## src/rtl/alu_unit.sv

```systemverilog
// alu_unit: two-stage pipelined signed ALU (add, sub, mul, div).
// Stage 1 registers the operands and function code. Stage 2 computes the
// 2*WIDTH-bit result and overflow flag from stage 1 and registers them.
// Multiply is a shift-add partial-product array. Divide is an unrolled
// restoring divider on magnitudes followed by sign correction.

module alu_unit #(
    parameter int WIDTH = 6
) (
    input  logic               clock,
    input  logic               reset_n,
    input  logic [WIDTH-1:0]   a,
    input  logic [WIDTH-1:0]   b,
    input  logic [1:0]         func,
    output logic [2*WIDTH-1:0] out,
    output logic               overflow
);

    localparam int W2 = 2 * WIDTH;

    localparam logic [WIDTH-1:0] ZERO_W = {WIDTH{1'b0}};
    localparam logic [WIDTH-1:0] ONES_W = {WIDTH{1'b1}};
    localparam logic [WIDTH-1:0] ONE_W  = {{(WIDTH-1){1'b0}}, 1'b1};
    localparam logic [WIDTH-1:0] MIN_W  = {1'b1, {(WIDTH-1){1'b0}}};

    typedef enum logic [1:0] {
        FUNC_ADD = 2'b00,
        FUNC_SUB = 2'b01,
        FUNC_MUL = 2'b10,
        FUNC_DIV = 2'b11
    } func_e;

    // ------------------------------------------------------------------
    // Stage 1: operand / function registers
    // ------------------------------------------------------------------
    logic [WIDTH-1:0] a_q, a_d;
    logic [WIDTH-1:0] b_q, b_d;
    func_e            func_q, func_d;

    // Stage 1 next-state: capture the live inputs every cycle.
    always_comb begin
        a_d    = a;
        b_d    = b;
        func_d = func_e'(func);
    end

    // Stage 1 registers; reset clears them so the flushed slot reads as 0+0.
    always_ff @(posedge clock) begin
        if (!reset_n) begin
            a_q    <= ZERO_W;
            b_q    <= ZERO_W;
            func_q <= FUNC_ADD;
        end else begin
            a_q    <= a_d;
            b_q    <= b_d;
            func_q <= func_d;
        end
    end

    // ------------------------------------------------------------------
    // Stage 2 datapath: add / sub at WIDTH+1 bits
    // ------------------------------------------------------------------
    logic [WIDTH:0] sum_s;
    logic [WIDTH:0] diff_s;

    // Sign-extend by one bit so the true sum/difference is always exact.
    always_comb begin
        sum_s  = {a_q[WIDTH-1], a_q} + {b_q[WIDTH-1], b_q};
        diff_s = {a_q[WIDTH-1], a_q} - {b_q[WIDTH-1], b_q};
    end

    // ------------------------------------------------------------------
    // Stage 2 datapath: shift-add signed multiplier
    // ------------------------------------------------------------------
    // The multiplicand is sign-extended to 2*WIDTH; the multiplier's low
    // WIDTH-1 bits carry positive weight and its sign bit carries weight
    // -2^(WIDTH-1), so that last partial product is subtracted.
    logic [W2-1:0]    mcand_s;
    logic [WIDTH-1:0] mplier_s;
    logic [W2-1:0]    prod_s;

    // Accumulate one partial product per multiplier bit.
    always_comb begin
        mcand_s  = {{WIDTH{a_q[WIDTH-1]}}, a_q};
        mplier_s = b_q;
        prod_s   = {W2{1'b0}};
        for (int i = 0; i < WIDTH - 1; i++) begin
            if (mplier_s[0]) begin
                prod_s = prod_s + mcand_s;
            end else begin
                prod_s = prod_s;
            end
            mcand_s  = mcand_s << 1'b1;
            mplier_s = mplier_s >> 1'b1;
        end
        if (mplier_s[0]) begin
            prod_s = prod_s - mcand_s;
        end else begin
            prod_s = prod_s;
        end
    end

    // ------------------------------------------------------------------
    // Stage 2 datapath: restoring divider on magnitudes
    // ------------------------------------------------------------------
    logic [WIDTH-1:0] mag_a_s;
    logic [WIDTH-1:0] mag_b_s;
    logic [WIDTH:0]   part_s;
    logic [WIDTH-1:0] dvd_s;
    logic [WIDTH-1:0] mag_r_s;
    logic [WIDTH-1:0] quo_s;
    logic [WIDTH-1:0] rem_s;

    // Operand magnitudes; the most negative value maps to 2^(WIDTH-1) unsigned.
    always_comb begin
        if (a_q[WIDTH-1]) begin
            mag_a_s = ~a_q + ONE_W;
        end else begin
            mag_a_s = a_q;
        end
        if (b_q[WIDTH-1]) begin
            mag_b_s = ~b_q + ONE_W;
        end else begin
            mag_b_s = b_q;
        end
    end

    // Unrolled restoring division: dividend bits shift out the top of dvd_s
    // into the partial remainder, quotient bits shift in at the bottom.
    always_comb begin
        dvd_s  = mag_a_s;
        part_s = {(WIDTH+1){1'b0}};
        for (int i = 0; i < WIDTH; i++) begin
            part_s = {part_s[WIDTH-1:0], dvd_s[WIDTH-1]};
            if (part_s >= {1'b0, mag_b_s}) begin
                part_s = part_s - {1'b0, mag_b_s};
                dvd_s  = {dvd_s[WIDTH-2:0], 1'b1};
            end else begin
                dvd_s  = {dvd_s[WIDTH-2:0], 1'b0};
            end
        end
        mag_r_s = part_s[WIDTH-1:0];
    end

    // Sign correction: quotient negative when signs differ, remainder follows a.
    // MIN / -1 naturally wraps back to MIN here.
    always_comb begin
        if (a_q[WIDTH-1] ^ b_q[WIDTH-1]) begin
            quo_s = ~dvd_s + ONE_W;
        end else begin
            quo_s = dvd_s;
        end
        if (a_q[WIDTH-1]) begin
            rem_s = ~mag_r_s + ONE_W;
        end else begin
            rem_s = mag_r_s;
        end
    end

    // ------------------------------------------------------------------
    // Stage 2: result select and output registers
    // ------------------------------------------------------------------
    logic [W2-1:0] out_q, out_d;
    logic          ovf_q, ovf_d;

    // Pick the result for the function registered alongside these operands.
    always_comb begin
        out_d = {W2{1'b0}};
        ovf_d = 1'b0;
        case (func_q)
            FUNC_ADD: begin
                out_d = {{(WIDTH-1){sum_s[WIDTH]}}, sum_s};
                ovf_d = sum_s[WIDTH] ^ sum_s[WIDTH-1];
            end
            FUNC_SUB: begin
                out_d = {{(WIDTH-1){diff_s[WIDTH]}}, diff_s};
                ovf_d = diff_s[WIDTH] ^ diff_s[WIDTH-1];
            end
            FUNC_MUL: begin
                out_d = prod_s;
                ovf_d = 1'b0;
            end
            FUNC_DIV: begin
                if (b_q == ZERO_W) begin
                    out_d = {ONES_W, a_q};
                    ovf_d = 1'b1;
                end else if ((a_q == MIN_W) && (b_q == ONES_W)) begin
                    out_d = {quo_s, rem_s};
                    ovf_d = 1'b1;
                end else begin
                    out_d = {quo_s, rem_s};
                    ovf_d = 1'b0;
                end
            end
            default: begin
                out_d = {W2{1'b0}};
                ovf_d = 1'b0;
            end
        endcase
    end

    // Output registers; reset discards whatever was in flight.
    always_ff @(posedge clock) begin
        if (!reset_n) begin
            out_q <= {W2{1'b0}};
            ovf_q <= 1'b0;
        end else begin
            out_q <= out_d;
            ovf_q <= ovf_d;
        end
    end

    assign out      = out_q;
    assign overflow = ovf_q;

endmodule

```

## config.mk

```make
export PLATFORM = sky130hd
export DESIGN_NAME = alu_unit
export DESIGN_NICKNAME = d
export VERILOG_FILES = /design/src/rtl/alu_unit.sv
export SDC_FILE = /design/constraint.sdc
export NUM_CORES = 1
export LEC_CHECK = 0
export CORE_UTILIZATION = 52
export CTS_CLUSTER_DIAMETER = 120
export CTS_CLUSTER_SIZE = 28
export DETAILED_ROUTE_END_ITERATION = 10
export GPL_ROUTABILITY_DRIVEN = 0
export GPL_TIMING_DRIVEN = 1
export MAX_ROUTING_LAYER = met4
export PLACE_DENSITY = 0.73
export RECOVER_POWER = 100
export SETUP_SLACK_MARGIN = 0.2
export SYNTH_ARGS = -nofsm -noshare
export SYNTH_HDL_FRONTEND = slang
export SYNTH_SLANG_ARGS = --single-unit
```

## constraint.sdc

```tcl
create_clock -name clock -period 13.2 [get_ports clock]
set_input_delay 2.64 -clock clock [delete_from_list [all_inputs] [get_ports clock]]
set_output_delay 2.64 -clock clock [all_outputs]
set_load 0.01 [all_outputs]
```

# Word-level counts from Yosys, hierarchy flattened
# Index checks and enable logic that the tools add are counted.
[classes]
n_addsub = 17
order_cmp = 6
eq_ne = 5
mux = 27
n_bitwise = 7
n_reduce_logical = 3
[ops]
columns = ["op", "n"]
rows = [
  ["two-way mux 12 bit", 7],
  ["two-way mux 6 bit", 10],
  ["adder 12 bit", 4],
  ["one-hot mux 12 bit (4 select lines)", 1],
  [">= comparator 7 x 6 -> 1 bit", 5],
  ["subtractor 6 bit", 5],
  ["adder 6 x 1 -> 6 bit, second input constant", 4],
  ["inverter 6 bit", 4],
  ["equality test 6 bit, second input constant", 2],
  ["subtractor 12 bit", 1],
  ["two-way mux 1 bit", 8],
  ["adder 6 x 6 -> 7 bit", 1],
  ["subtractor 6 x 6 -> 7 bit", 1],
  [">= comparator 1 x 6 -> 1 bit", 1],
  ["logical NOT 6 bit", 1],
  ["subtractor 1 x 6 -> 6 bit", 1],
  ["equality test 2 bit, second input constant", 2],
  ["one-hot mux 1 bit (4 select lines)", 1],
  ["bitwise XOR 1 bit", 3],
  ["equality test 2 x 1 -> 1 bit, second input constant", 1],
  ["logical NOT 2 bit", 1],
  ["logical AND 1 bit", 1],
]
[word_totals]
ff_bits = 27
in_bits = 16
elab_cells = 70

# Longest topological paths before layout
[logic_depth]
word_depth = 20
depth_mapped = 63
depth_no_buf = 60

# Worst setup path before layout
# OpenSTA, ideal clock, no wires.
[synth_timing]
path_kind = "register to register"
from = "reg b_q[0]"
to = "reg out_q[1], in the netlist out[1]"
setup_time_ns = 0.117
arrival_ns = 12.339
t_required_ns = 13.083
slack_ns = 0.743
path_stages_with_launch = 59
n_path_buf = 3
period_less_slack_ns = 12.457
path_cell_list = "dfxtp_1 > inv_2 > ha_1 > mux2i_1 > ha_1 > a21oi_1 > and4b_4 > nand2_1 > mux2_2 > inv_1 > ha_1 > nor2b_1 > o21bai_1 > a21oi_1 > a311oi_4 > mux2_2 > inv_1 > ha_1 > (+23 left out) > buf_2 > mux2_2 > inv_1 > ha_1 > o21ai_0 > a21oi_1 > o21ai_0 > a31oi_1 > a21oi_1 > o21a_2 > nor2_4 > clkinv_2 > o221ai_2 > inv_1 > ha_1 > mux2i_1 > o211ai_1 > a32o_1"
[synth_via]
elab_chain_cells = 20
[synth_lines]
columns = ["element", "line", "source"]
rows = [
  ["start: declaration", "37", "logic [WIDTH-1:0] b_q, b_d;"],
  ["start signal: assignment", "51", "b_q <= ZERO_W;"],
  ["start signal: assignment", "55", "b_q <= b_d;"],
  ["inverter 6 bit", "122", "mag_b_s = ~b_q + ONE_W;"],
  ["adder 6 x 1 -> 6 bit", "122", ""],
  ["two-way mux 6 bit", "121", "if (b_q[WIDTH-1]) begin"],
  ["subtractor 1 x 6 -> 6 bit / >= comparator 1 x 6 -> 1 bit (equally long branches)", "136, 135", ""],
  ["two-way mux 6 bit", "135", "if (part_s >= {1'b0, mag_b_s}) begin"],
  ["subtractor 6 bit / >= comparator 7 x 6 -> 1 bit (equally long branches)", "136, 135", ""],
  ["two-way mux 6 bit", "135", ""],
  ["subtractor 6 bit / >= comparator 7 x 6 -> 1 bit (equally long branches)", "136, 135", ""],
  ["(+4 left out)", "--", ""],
  ["two-way mux 6 bit", "135", ""],
  [">= comparator 7 x 6 -> 1 bit / subtractor 6 bit (equally long branches)", "135, 136", ""],
  ["two-way mux 6 bit", "135", ""],
  ["inverter 6 bit", "154", "rem_s = ~mag_r_s + ONE_W;"],
  ["adder 6 x 1 -> 6 bit", "154", ""],
  ["two-way mux 6 bit", "153", "if (a_q[WIDTH-1]) begin"],
  ["two-way mux 12 bit", "184", "if (b_q == ZERO_W) begin"],
  ["one-hot mux 12 bit (4 select lines) (*)", "170", "case (func_q)"],
  ["end signal: assignment", "205", "out_q <= {W2{1'b0}};"],
  ["end signal: assignment", "208", "out_q <= out_d;"],
  ["end: declaration", "163", "logic [W2-1:0] out_q, out_d;"],
]
# Every way passes the cells marked *; elsewhere a longest branch is shown, timed or not.
# A chain may end at the register's enable or synchronous reset.

# Worst setup path in the final report
[layout_timing]
from = "reg a_q[3]"
to = "reg out_q[5], in the netlist out[5]"
[layout_via]
elab_chain_cells = 20
[layout_lines]
columns = ["element", "line", "source"]
rows = [
  ["start: declaration", "36", "logic [WIDTH-1:0] a_q, a_d;"],
  ["start signal: assignment", "50", "a_q <= ZERO_W;"],
  ["start signal: assignment", "54", "a_q <= a_d;"],
  ["inverter 6 bit", "117", "mag_a_s = ~a_q + ONE_W;"],
  ["adder 6 x 1 -> 6 bit", "117", ""],
  ["two-way mux 6 bit", "116", "if (a_q[WIDTH-1]) begin"],
  ["subtractor 1 x 6 -> 6 bit / >= comparator 1 x 6 -> 1 bit (equally long branches)", "136, 135", ""],
  ["two-way mux 6 bit", "135", ""],
  ["subtractor 6 bit / >= comparator 7 x 6 -> 1 bit (equally long branches)", "136, 135", ""],
  ["two-way mux 6 bit", "135", ""],
  ["subtractor 6 bit / >= comparator 7 x 6 -> 1 bit (equally long branches)", "136, 135", ""],
  ["(+4 left out)", "--", ""],
  ["two-way mux 6 bit", "135", ""],
  ["subtractor 6 bit / >= comparator 7 x 6 -> 1 bit (equally long branches)", "136, 135", ""],
  ["two-way mux 6 bit", "135", ""],
  ["inverter 6 bit", "154", ""],
  ["adder 6 x 1 -> 6 bit", "154", ""],
  ["two-way mux 6 bit", "153", ""],
  ["two-way mux 12 bit", "184", ""],
  ["one-hot mux 12 bit (4 select lines) (*)", "170", ""],
]
# Marks and branches as above.

==> results.yml <==
setup_path:
  cp.arrival_ns: 12.87
  rrSetupSlack_ns: 0.56
  cp_num_buf_inv: 4
  max_stage_delay_ns: 0.40
  reg2reg_to: "out[5]"
  crit_required_ns: 13.43
  critical_path_depth: 56
  startpoint_type: "register"
  cp-end-kind: "register"
  path_class: "reg2reg"
  r2r_cells: 56
  rr_startpoint: "a_q[3]"
  cp_slowest_cell: "o311a_1"
  cp_common_cell: "ha_1"
  timing.critical_path.to: "out[5]"
  critPathTopFamily: "compound AO/OA/AOI/OAI gates"
  crit_start: "a_q[3]"
  path_max_fanout: 13
logic_synthesis:
  synth-seq-cells: 27
  yosysMostFrequentCell: "ha_1"
  synth-edff-count: 0
  syn_area_per_cell_um2: 7.60
  syn_inst: 749
  synth_area_leaders: "ha_1, dfxtp_1, xnor2_1"
  seq_area_frac_synth_pct: 9.50
  synth.cell_area_um2: 5690
  yosys_warnings: 0
  synth_cell_types: 84
  synth_commonest_cells: "ha_1, nor2_1, inv_1"
  yosys.area.top_type: "ha_1"
  netlist.area_leader.share_pct: 18.3
  synthesis.nets: 860
  synth_top_flop_cell: "dfxtp_1"
  async_reset_ff_share_pct: 0
placement:
  place_hpwl_mm: 13.2
  io_buffers: 28
  placed_cells: 907
  placed_cell_area_um2: 6170
global_route:
  grt_antenna_before_repair: 0
  grt_overflow: 0
  grt_pass1_vias: 5706
  grt_pass1_wl_mm: 26.8
  grt_max_degree: 26
  grtUsageTotal_pct: 30.0
finish:
  finalNonFillerCells: 924
  drive_gt1_share_pct: 11.2
  stdcell_area_um2: 6450
  fillers: 964
  antenna_cells: 0
  nets: 900
  syn_to_final_growth_pct: 13.4
floorplanning:
  die_h_um: 107
  core_um2: 10500
  die_w_um: 107
  num_io_pins: 29
  start_util_pct: 54.4
  die_area_um2: 11400
  num_rows: 37
sta:
  drv_slew: 0
  final-hold-violation-count: 0
  finalCritPeriodShare_pct: 95.8
  max_slew_margin_pct: 41.7
  setup_viol_count_final: 0
  period_needed_ns: 12.64
  tightest_slew_ns: 0.868
  max_freq_mhz: 79.1
  fin_skew_ns: 0.00362
clocking:
  cts_buffers: 3
  cts_tree: "yes"
  htree_levels: 1
  cts_max_path_buffers: 2
  clock_sinks: 27
  clk_latency_ns: 0.28
  clk_pin_slew_worst_paths_ns: 0.10
  ctsHoldBuffers: 0
  root_buffer: "clkbuf_8"
routing:
  ant_nets: 0
  routedWlPerCell_um: 18.0
  drc_errors: 0
  num_vias: 5831
  drtPass1Iterations: 5
  drt-total-wl_mm: 16.6
  routed_via_density: 6.31
  drt_iter0_drc: 432
run:
  drv_cap: 0
min_path:
  worstHoldPathType: "reg2reg"
status:
  outcome: "finished clean"
cells in the final DEF (no fill, tap or decap), types with 6 or more instances in the layout:
cell type,instances
ha_1,82
nor2_1,66
inv_1,64
a21oi_1,58
nand2_1,40
o21ai_0,38
xnor2_1,35
buf_4,28
dfxtp_1,26
nor2b_1,21
xor2_1,19
a21o_1,18
mux2i_1,17
mux2_2,15
clkdlybuf4s50_1,14
dlygate4sd3_1,14
fa_1,12
o31ai_1,11
and2_1,11
nor3_1,11
nand2b_1,11
o211ai_1,11
and3_1,9
o21bai_1,8
o21a_1,8
nand3_1,7
or3_1,6
o21ai_1,6
and2_0,6
worst reg2reg max path, delay by kind of cell (launching register included):
kind	cells	cell delay (ns)
AO/OA/AOI/OAI	26	5.53
AND/OR/NAND/NOR	14	2.87
adder cells (fa/ha/maj)	7	1.86
multiplexers	5	1.50
buffers and inverters	4	0.46
flip-flops	1	0.32
final cells by class:
class,instances,area (um2),area share [%]
inverter,71,272,4.21
clock inverter,1,7.51,0.116
sequential,27,542,8.40
tap,136,170,2.64
timing repair buffer,58,522,8.09
multi-input combinational,628,4900,75.9
clock buffer,3,41.3,0.640
through the flow:
step | TNS [ns] | hold slack (ns) | utilization [%] | setup WS [ns]
2_1_floorplan | 0 | 0.570 | - | 0.743
3_3_place_gp | 0 | 0.751 | 59.0 | 0.400
3_5_place_dp | -0.169 | 0.750 | 59.0 | -0.169
4_1_cts | 0 | 0.766 | 59.9 | 0.246
5_1_grt | -0.0494 | 0.812 | 61.6 | -0.0494
6_report | 0 | 0.775 | 61.6 | 0.560
state kept, by name (all words and copies together), names as in the netlist:
register and cells:
overflow 1, a_q 6, out 12, func_q 2, b_q 6
worst min-delay path by stage:
stage / startpoint / end / depth (start not counted)
2_1_floorplan: func_q[1] / out[1] / 2
3_3_place_gp: a_q[5] / overflow / 4
3_5_place_dp: a_q[5] / overflow / 4
4_1_cts: a_q[5] / overflow / 4
5_1_grt: a_q[5] / overflow / 4
6_report: a_q[5] / overflow / 4
what timing repair did:
| item | 4_1_cts | 5_1_grt |
|---|---|---|
| pin swaps | 1 | 10 |
| buffers inserted | 2 | 11 |
| gates resized for setup | 8 | 23 |
| endpoints found under the setup margin | 6 | 12 |
| cloned | 0 | 0 |
routing by layer:
layer	share of wire (%)	routed length [um]	vias to the layer above	GRT usage (%)
met2	48	7980	255	51.2
met5	0	0	-	-
met3	6.0	1000	62	3.28
met1	41	6860	2731	35.5
met4	4.5	752	0	13.2
li1	-	-	2783	-
cells by family after synthesis:
kind of cell             Yosys count  share of synthesized area (%)
AO/OA/AOI/OAI                    226                           26.9
AND/OR/NAND/NOR                  218                           19.8
adder cells (fa/ha/maj)           95                           22.5
buffers and inverters             94                           6.36
XOR/XNOR                          55                           8.60
multiplexers                      34                           6.31
flip-flops                        27                           9.50
Power is left out: the tool's default activity adds up to more than one toggle a clock period on the data nets, which glitch-free logic cannot reach.
